==> config.mk <==
export PLATFORM = sky130hd
export DESIGN_NAME = cache_arbiter
export DESIGN_NICKNAME = d
export VERILOG_FILES = /design/src/rtl/cache_arbiter_pkg.sv /design/src/rtl/cache_arbiter_grant_sel.sv /design/src/rtl/cache_arbiter.sv
export SDC_FILE = /design/constraint.sdc
export NUM_CORES = 1
export LEC_CHECK = 0
export ABC_AREA = 1
export BUFFER_PORTS_ARGS = -buffer_cell sky130_fd_sc_hd__buf_2
export CORE_AREA = 3 3 267 269
export CTS_CLUSTER_SIZE = 24
export DETAILED_ROUTE_END_ITERATION = 10
export DIE_AREA = 0 0 270 272
export PLACE_DENSITY = 0.3
export SKIP_LAST_GASP = 1
export SLEW_MARGIN = 20
export SYNTH_ARGS = -nofsm -noshare
export SYNTH_HDL_FRONTEND = slang
export SYNTH_SLANG_ARGS = --single-unit
==> constraint.sdc <==
create_clock -name clk -period 1.29 [get_ports clk]
set_input_delay 0.129 -clock clk [delete_from_list [all_inputs] [get_ports clk]]
set_output_delay 0.129 -clock clk [all_outputs]
set_load 0.05 [all_outputs]
==> src/rtl/cache_arbiter_pkg.sv <==
// rtl/cache_arbiter_pkg.sv - shared types for the I/D cache to physical memory arbiter
package lc3b_types;

    // One full cache line as carried on the physical memory bus.
    typedef logic [127:0] lc3b_line;

    // Arbiter FSM: idle, or owned by the I-cache or the D-cache.
    typedef enum logic [1:0] {
        IDLE   = 2'd0,
        I_BUSY = 2'd1,
        D_BUSY = 2'd2
    } arb_state_t;

    // Round-robin pointer encoding: 1 means D wins the next tie.
    localparam logic PTR_FAVOUR_D = 1'b1;
    localparam logic PTR_FAVOUR_I = 1'b0;

    // Result of grant selection for one IDLE cycle.
    typedef struct packed {
        logic valid;
        logic to_d;
    } arb_grant_t;

endpackage

==> src/rtl/cache_arbiter_grant_sel.sv <==
// rtl/cache_arbiter_grant_sel.sv - combinational grant selection between I and D requesters
module arb_grant_sel
    import lc3b_types::*;
(
    input  logic       i_req_i,
    input  logic       i_req_d,
    input  logic       i_favour_d,
    output arb_grant_t o_grant
);

    // A tie goes to whichever side the pointer favours; a lone request always wins.
    always_comb begin
        o_grant       = '0;
        o_grant.valid = i_req_i | i_req_d;
        o_grant.to_d  = i_req_d & (~i_req_i | i_favour_d);
    end

endmodule

==> src/rtl/cache_arbiter.sv <==
// rtl/cache_arbiter.sv - arbitrates I/D cache line traffic onto one physical memory port (option: ARB_ROUND_ROBIN_EN)
module cache_arbiter
    import lc3b_types::*;
#(
    parameter int LINE_W = 128,
    parameter int ADDR_W = 16
) (
    input  logic              clk,
    input  logic              reset,

    input  logic              I_pmem_read,
    input  logic [ADDR_W-1:0] I_pmem_address,
    output logic              I_pmem_resp,
    output logic [LINE_W-1:0] I_pmem_rdata,

    input  logic              D_pmem_read,
    input  logic              D_pmem_write,
    input  logic [ADDR_W-1:0] D_pmem_address,
    input  logic [LINE_W-1:0] D_pmem_wdata,
    output logic              D_pmem_resp,
    output logic [LINE_W-1:0] D_pmem_rdata,

    output logic              pmem_read,
    output logic              pmem_write,
    output logic [ADDR_W-1:0] pmem_address,
    output logic [LINE_W-1:0] pmem_wdata,
    input  logic              pmem_resp,
    input  logic [LINE_W-1:0] pmem_rdata
);

    arb_state_t        r_state;
    arb_state_t        w_state_next;
    logic              r_pmem_read;
    logic              r_pmem_write;
    logic [ADDR_W-1:0] r_pmem_address;
    logic [LINE_W-1:0] r_pmem_wdata;
    logic              w_pmem_read_next;
    logic              w_pmem_write_next;
    logic [ADDR_W-1:0] w_pmem_address_next;
    logic [LINE_W-1:0] w_pmem_wdata_next;

    logic              w_d_req;
    logic              w_favour_d;
    arb_grant_t        w_grant;

    assign w_d_req = D_pmem_read | D_pmem_write;

`ifdef ARB_ROUND_ROBIN_EN
    logic r_favour_d;
    logic w_favour_d_next;

    assign w_favour_d = r_favour_d;

    // Only a contested grant moves the pointer, so a lone request never steals the next tie.
    always_comb begin
        w_favour_d_next = r_favour_d;
        if (r_state == IDLE && I_pmem_read && w_d_req) begin
            w_favour_d_next = ~w_grant.to_d;
        end
    end

    // Tie-break pointer; reset leaves D favoured.
    always_ff @(posedge clk or negedge reset) begin
        if (!reset) begin
            r_favour_d <= PTR_FAVOUR_D;
        end else begin
            r_favour_d <= w_favour_d_next;
        end
    end
`else
    assign w_favour_d = PTR_FAVOUR_D;
`endif

    arb_grant_sel u_grant_sel (
        .i_req_i    (I_pmem_read),
        .i_req_d    (w_d_req),
        .i_favour_d (w_favour_d),
        .o_grant    (w_grant)
    );

    // Next state and next memory command; the command is frozen for the whole BUSY phase.
    always_comb begin
        w_state_next        = r_state;
        w_pmem_read_next    = r_pmem_read;
        w_pmem_write_next   = r_pmem_write;
        w_pmem_address_next = r_pmem_address;
        w_pmem_wdata_next   = r_pmem_wdata;
        case (r_state)
            IDLE: begin
                if (w_grant.valid) begin
                    if (w_grant.to_d) begin
                        w_state_next        = D_BUSY;
                        w_pmem_address_next = D_pmem_address;
                        w_pmem_wdata_next   = D_pmem_wdata;
                        // A simultaneous read and write from D is treated as the writeback.
                        w_pmem_write_next   = D_pmem_write;
                        w_pmem_read_next    = ~D_pmem_write;
                    end else begin
                        w_state_next        = I_BUSY;
                        w_pmem_address_next = I_pmem_address;
                        w_pmem_read_next    = 1'b1;
                        w_pmem_write_next   = 1'b0;
                    end
                end
            end
            I_BUSY, D_BUSY: begin
                if (pmem_resp) begin
                    w_state_next      = IDLE;
                    w_pmem_read_next  = 1'b0;
                    w_pmem_write_next = 1'b0;
                end
            end
            default: begin
                w_state_next      = IDLE;
                w_pmem_read_next  = 1'b0;
                w_pmem_write_next = 1'b0;
            end
        endcase
    end

    // State and registered memory command; reset abandons any transaction in flight.
    always_ff @(posedge clk or negedge reset) begin
        if (!reset) begin
            r_state        <= IDLE;
            r_pmem_read    <= 1'b0;
            r_pmem_write   <= 1'b0;
            r_pmem_address <= '0;
            r_pmem_wdata   <= '0;
        end else begin
            r_state        <= w_state_next;
            r_pmem_read    <= w_pmem_read_next;
            r_pmem_write   <= w_pmem_write_next;
            r_pmem_address <= w_pmem_address_next;
            r_pmem_wdata   <= w_pmem_wdata_next;
        end
    end

    assign pmem_read    = r_pmem_read;
    assign pmem_write   = r_pmem_write;
    assign pmem_address = r_pmem_address;
    assign pmem_wdata   = r_pmem_wdata;

    // Read data fans out unconditionally; the owner's resp is the only qualifier.
    assign I_pmem_rdata = pmem_rdata;
    assign D_pmem_rdata = pmem_rdata;
    assign I_pmem_resp  = (r_state == I_BUSY) & pmem_resp;
    assign D_pmem_resp  = (r_state == D_BUSY) & pmem_resp;

endmodule
==> impl_results.md <==
* Die width at approximately 270 um
* Post-route insts no fill at between 2000 and 2500
* Library cells used by synthesis at 14
* Max-Slew Margin vs Limit at 78.8%
* Worst path bufs/invs at 7
* Synth area leaders: dfrtp_1 47%, buf_4 25%, nand2_1 24%
* Critical Path Most Common Cell: buf_12
* Top Family by Delay on Critical Path: buffers and inverters
* Failing checks: negative setup slack
* Skew-Pair Late Insertion Delay at ~0.47 ns
* CTS Buffer Depth at 2
* Die span in y at 272 um
* Drt total wl at 30.8 mm
* Vias post-DR at 6553
* Setup CP Type: reg2reg
* Slowest stage delay, CP at 0.39 ns
* Post-DR wirelength/cell at 14.3 um
* Final hold vios at 0
* Achievable clock frequency at roughly 640 MHz
* Slowest CP cell: dfrtp_1
* Layout cell share with drive strength beyond 1 at 37.0%
* Clock sink total at around 150
* GRT Util Overall at 8.01%
* Max-cap viol count at 0
* Minimum clock period at 1.57 ns
* Vias per inst at 3.04
* # nets final at 1510
* Critical Path Sink Type: flip-flop
* Max FO, Critical Path at 8
* Htree depth at 4
* #FFs+latches synth at 148
* Syn Inst Count at roughly 950
* Yosys Warn Count at 0
* Cell Pwr Density at approximately 2900 nW/um^2
* Worst slew pin tran at 0.319 ns
* ANT cells at 0
* TritonCTS buffer count at 17
* Crit path DAT at a little under 2 ns
* Layout Skew at 0.00998 ns
* First-pass GRT wire length at 43.5 mm
* Layout Utilization at 17.6%
* Startpoint class of the critical path: flip-flop
* Cell Area, Synth at 7870 um^2
* Pleak at 6.17 nW
* Crit path cell chain: inv_2 -> buf_6 -> ha_4 -> inv_4 -> nor2_4 -> buf_12 -> buf_12 -> buf_12 -> buf_16 -> nand2_2 -> nand2_1
* Post-synth top area share at 47.1%
* Vias in the first global route at 6967
* IO Pins at 698
* Post-route ant nets at 0
* Mapped Nets at 1251
* Num rows at 96
* Crit share post-route at 122%
* Max-slew violation count at 0
* Dominant cell type by area after synthesis: dfrtp_1
* Clock slew seen by the registers of the worst setup and hold paths at 0.07 ns
* DR DRC count at 0
* Final worst slack at -0.279 ns
* Hold Crit Start: D_pmem_write
* Register area share after synthesis at 47.1%
* Cell count after placement at 1936
* RSZ-0062 raised after global routing: yes
* Reg2reg start: r_state[0]$_DFFE_PN0P_
* Endpoints failing setup at 149
* I/O Buffers at 313
* Initial core utilization at 11.4%
* Syn_area_per_cell at 8.24 um^2
* Hold crit path type: in2reg
* Area grow syn2layout at 53.6%
* Sum Neg Setup Slack at -34.32 ns
* Clock root buffer: clkbuf_16
* Required time of the critical path at 1.70 ns
* Overall die area at 73400 um^2
* Largest net degree at the start of global routing at 44
* Core region area at between 60000 and 70000 um^2
* Iteration-0 DRC Markers at 209
* Peak supply drop at ~0.89 mV
* DRT Pass-1 Iters at 4
* CTS tree: built
* Routability Congestion at 0.785
* Total gr overflow at 0
* Dpl hpwl at a little under 20 mm
* Crit path from: r_state[0]$_DFFE_PN0P_
* Status: finished with violations
* Initial antenna violation count at 0
registers in the layout, indices dropped and copies added, names as in the netlist:
register and count:
pmem_wdata 128, pmem_address 16, r_state 2, pmem_read 1, pmem_write 1
worst min-delay path: stages:
cell and delay (ns):
buf_2 0.13, inv_2 0.05, nand4_1 0.08, nand2_1 0.05
cells in the mapped netlist:
cell	n
inv_1	9
clkbuf_1	1
dfrtp_1	148
nand3_1	1
buf_6	10
nand2_1	495
buf_2	13
o21ai_0	1
buf_4	264
nor2_4	2
inv_2	3
nand2_2	2
ha_1	3
nand4_1	2
timing repair:
| action | CTS | global route |
|---|---|---|
| endpoints found under the setup margin | 222 | 259 |
| resized for setup | 35 | 198 |
| pin swaps | 4 | 15 |
| hold buffers | 161 | 1 |
| hold endpoints to repair | 294 | 1 |
| buffers inserted | 10 | 6 |
| gates cloned | 9 | 7 |
layout make-up:
class                           count  area [um^2]
Sequential cell                   148         3700
Clock buffer                       20          457
Timing Repair Buffer              527         4390
Fill cell                        7803        56700
Clock inverter                     12          151
Timing Repair inverter              1         11.3
Inverter                           12         71.3
Tap cell                          931         1160
Multi-Input combinational cell    506         2130
cell families after synthesis:
| logic type | Yosys count | synth area share [%] |
|---|---|---|
| simple gates | 502 | 24.3 |
| flops | 148 | 47.1 |
| compound gates | 1 | 0.0636 |
| buf+inv | 300 | 28.1 |
| fa+ha+maj | 3 | 0.477 |
cells in the final DEF, fill, tap and decap left out, types with 3 or more instances in the layout:
master,netlist,routed
bufinv_16,0,3
buf_4,264,30
buf_12,0,13
clkbuf_16,0,22
ha_4,0,3
nand2_2,2,35
buf_2,13,201
dfrtp_1,148,147
nand2_1,495,455
buf_8,0,6
clkinv_2,0,4
inv_2,3,5
nand2_4,0,6
clkbuf_4,0,91
buf_6,10,10
inv_1,9,4
buf_16,0,10
dlygate4sd3_1,0,161
stage by stage:
step / hold slack (ns) / instance area, um^2 / setup WS [ns] / power [mW]
after floorplan: -0.167 / 7890 / -0.00316 / 22.5
after global placement: 0.0496 / 8770 / -0.235 / 25.2
after detailed placement: 0.0523 / 8770 / -0.238 / 25.3
after CTS: 0.00103 / 11400 / -0.325 / 33.5
after global routing: 0.0000117 / 12100 / -0.363 / 37.2
final: 0.00298 / 12100 / -0.279 / 34.8
report_power, final:
group	internal [mW]	leakage, nW	switching (mW)
clock	3.14	0.297	2.29
combinational	6.87	4.06	14.3
sequential	6.95	1.82	1.25
total	17.0	6.17	17.9
path summary, 6_finish.rpt:
| check | end | slack (ns) | cells past startpoint |
|---|---|---|---|
| max | pmem_wdata[97]$_DFFE_PN0P_ | -0.28 | 11 |
| min | pmem_read$_DFFE_PN0P_ | 0.003 | 4 |
| max reg2reg | pmem_wdata[97]$_DFFE_PN0P_ | -0.28 | 11 |
| min reg2reg | pmem_wdata[116]$_DFFE_PN0P_ | 0.47 | 2 |
| max in group asynchronous | pmem_wdata[10]$_DFFE_PN0P_ | 0.57 | 3 |
| min in group asynchronous | pmem_wdata[115]$_DFFE_PN0P_ | 0.12 | 2 |
metal layers:
metal | up-vias | track usage (%) | wire length, um
met5 | - | 0 | 0
met4 | 0 | 4.62 | 1370
met3 | 105 | 3.97 | 2960
met2 | 353 | 12.3 | 13700
met1 | 2965 | 9.03 | 12700
li1 | 3130 | - | -
Power figures use the tool's default switching activity.
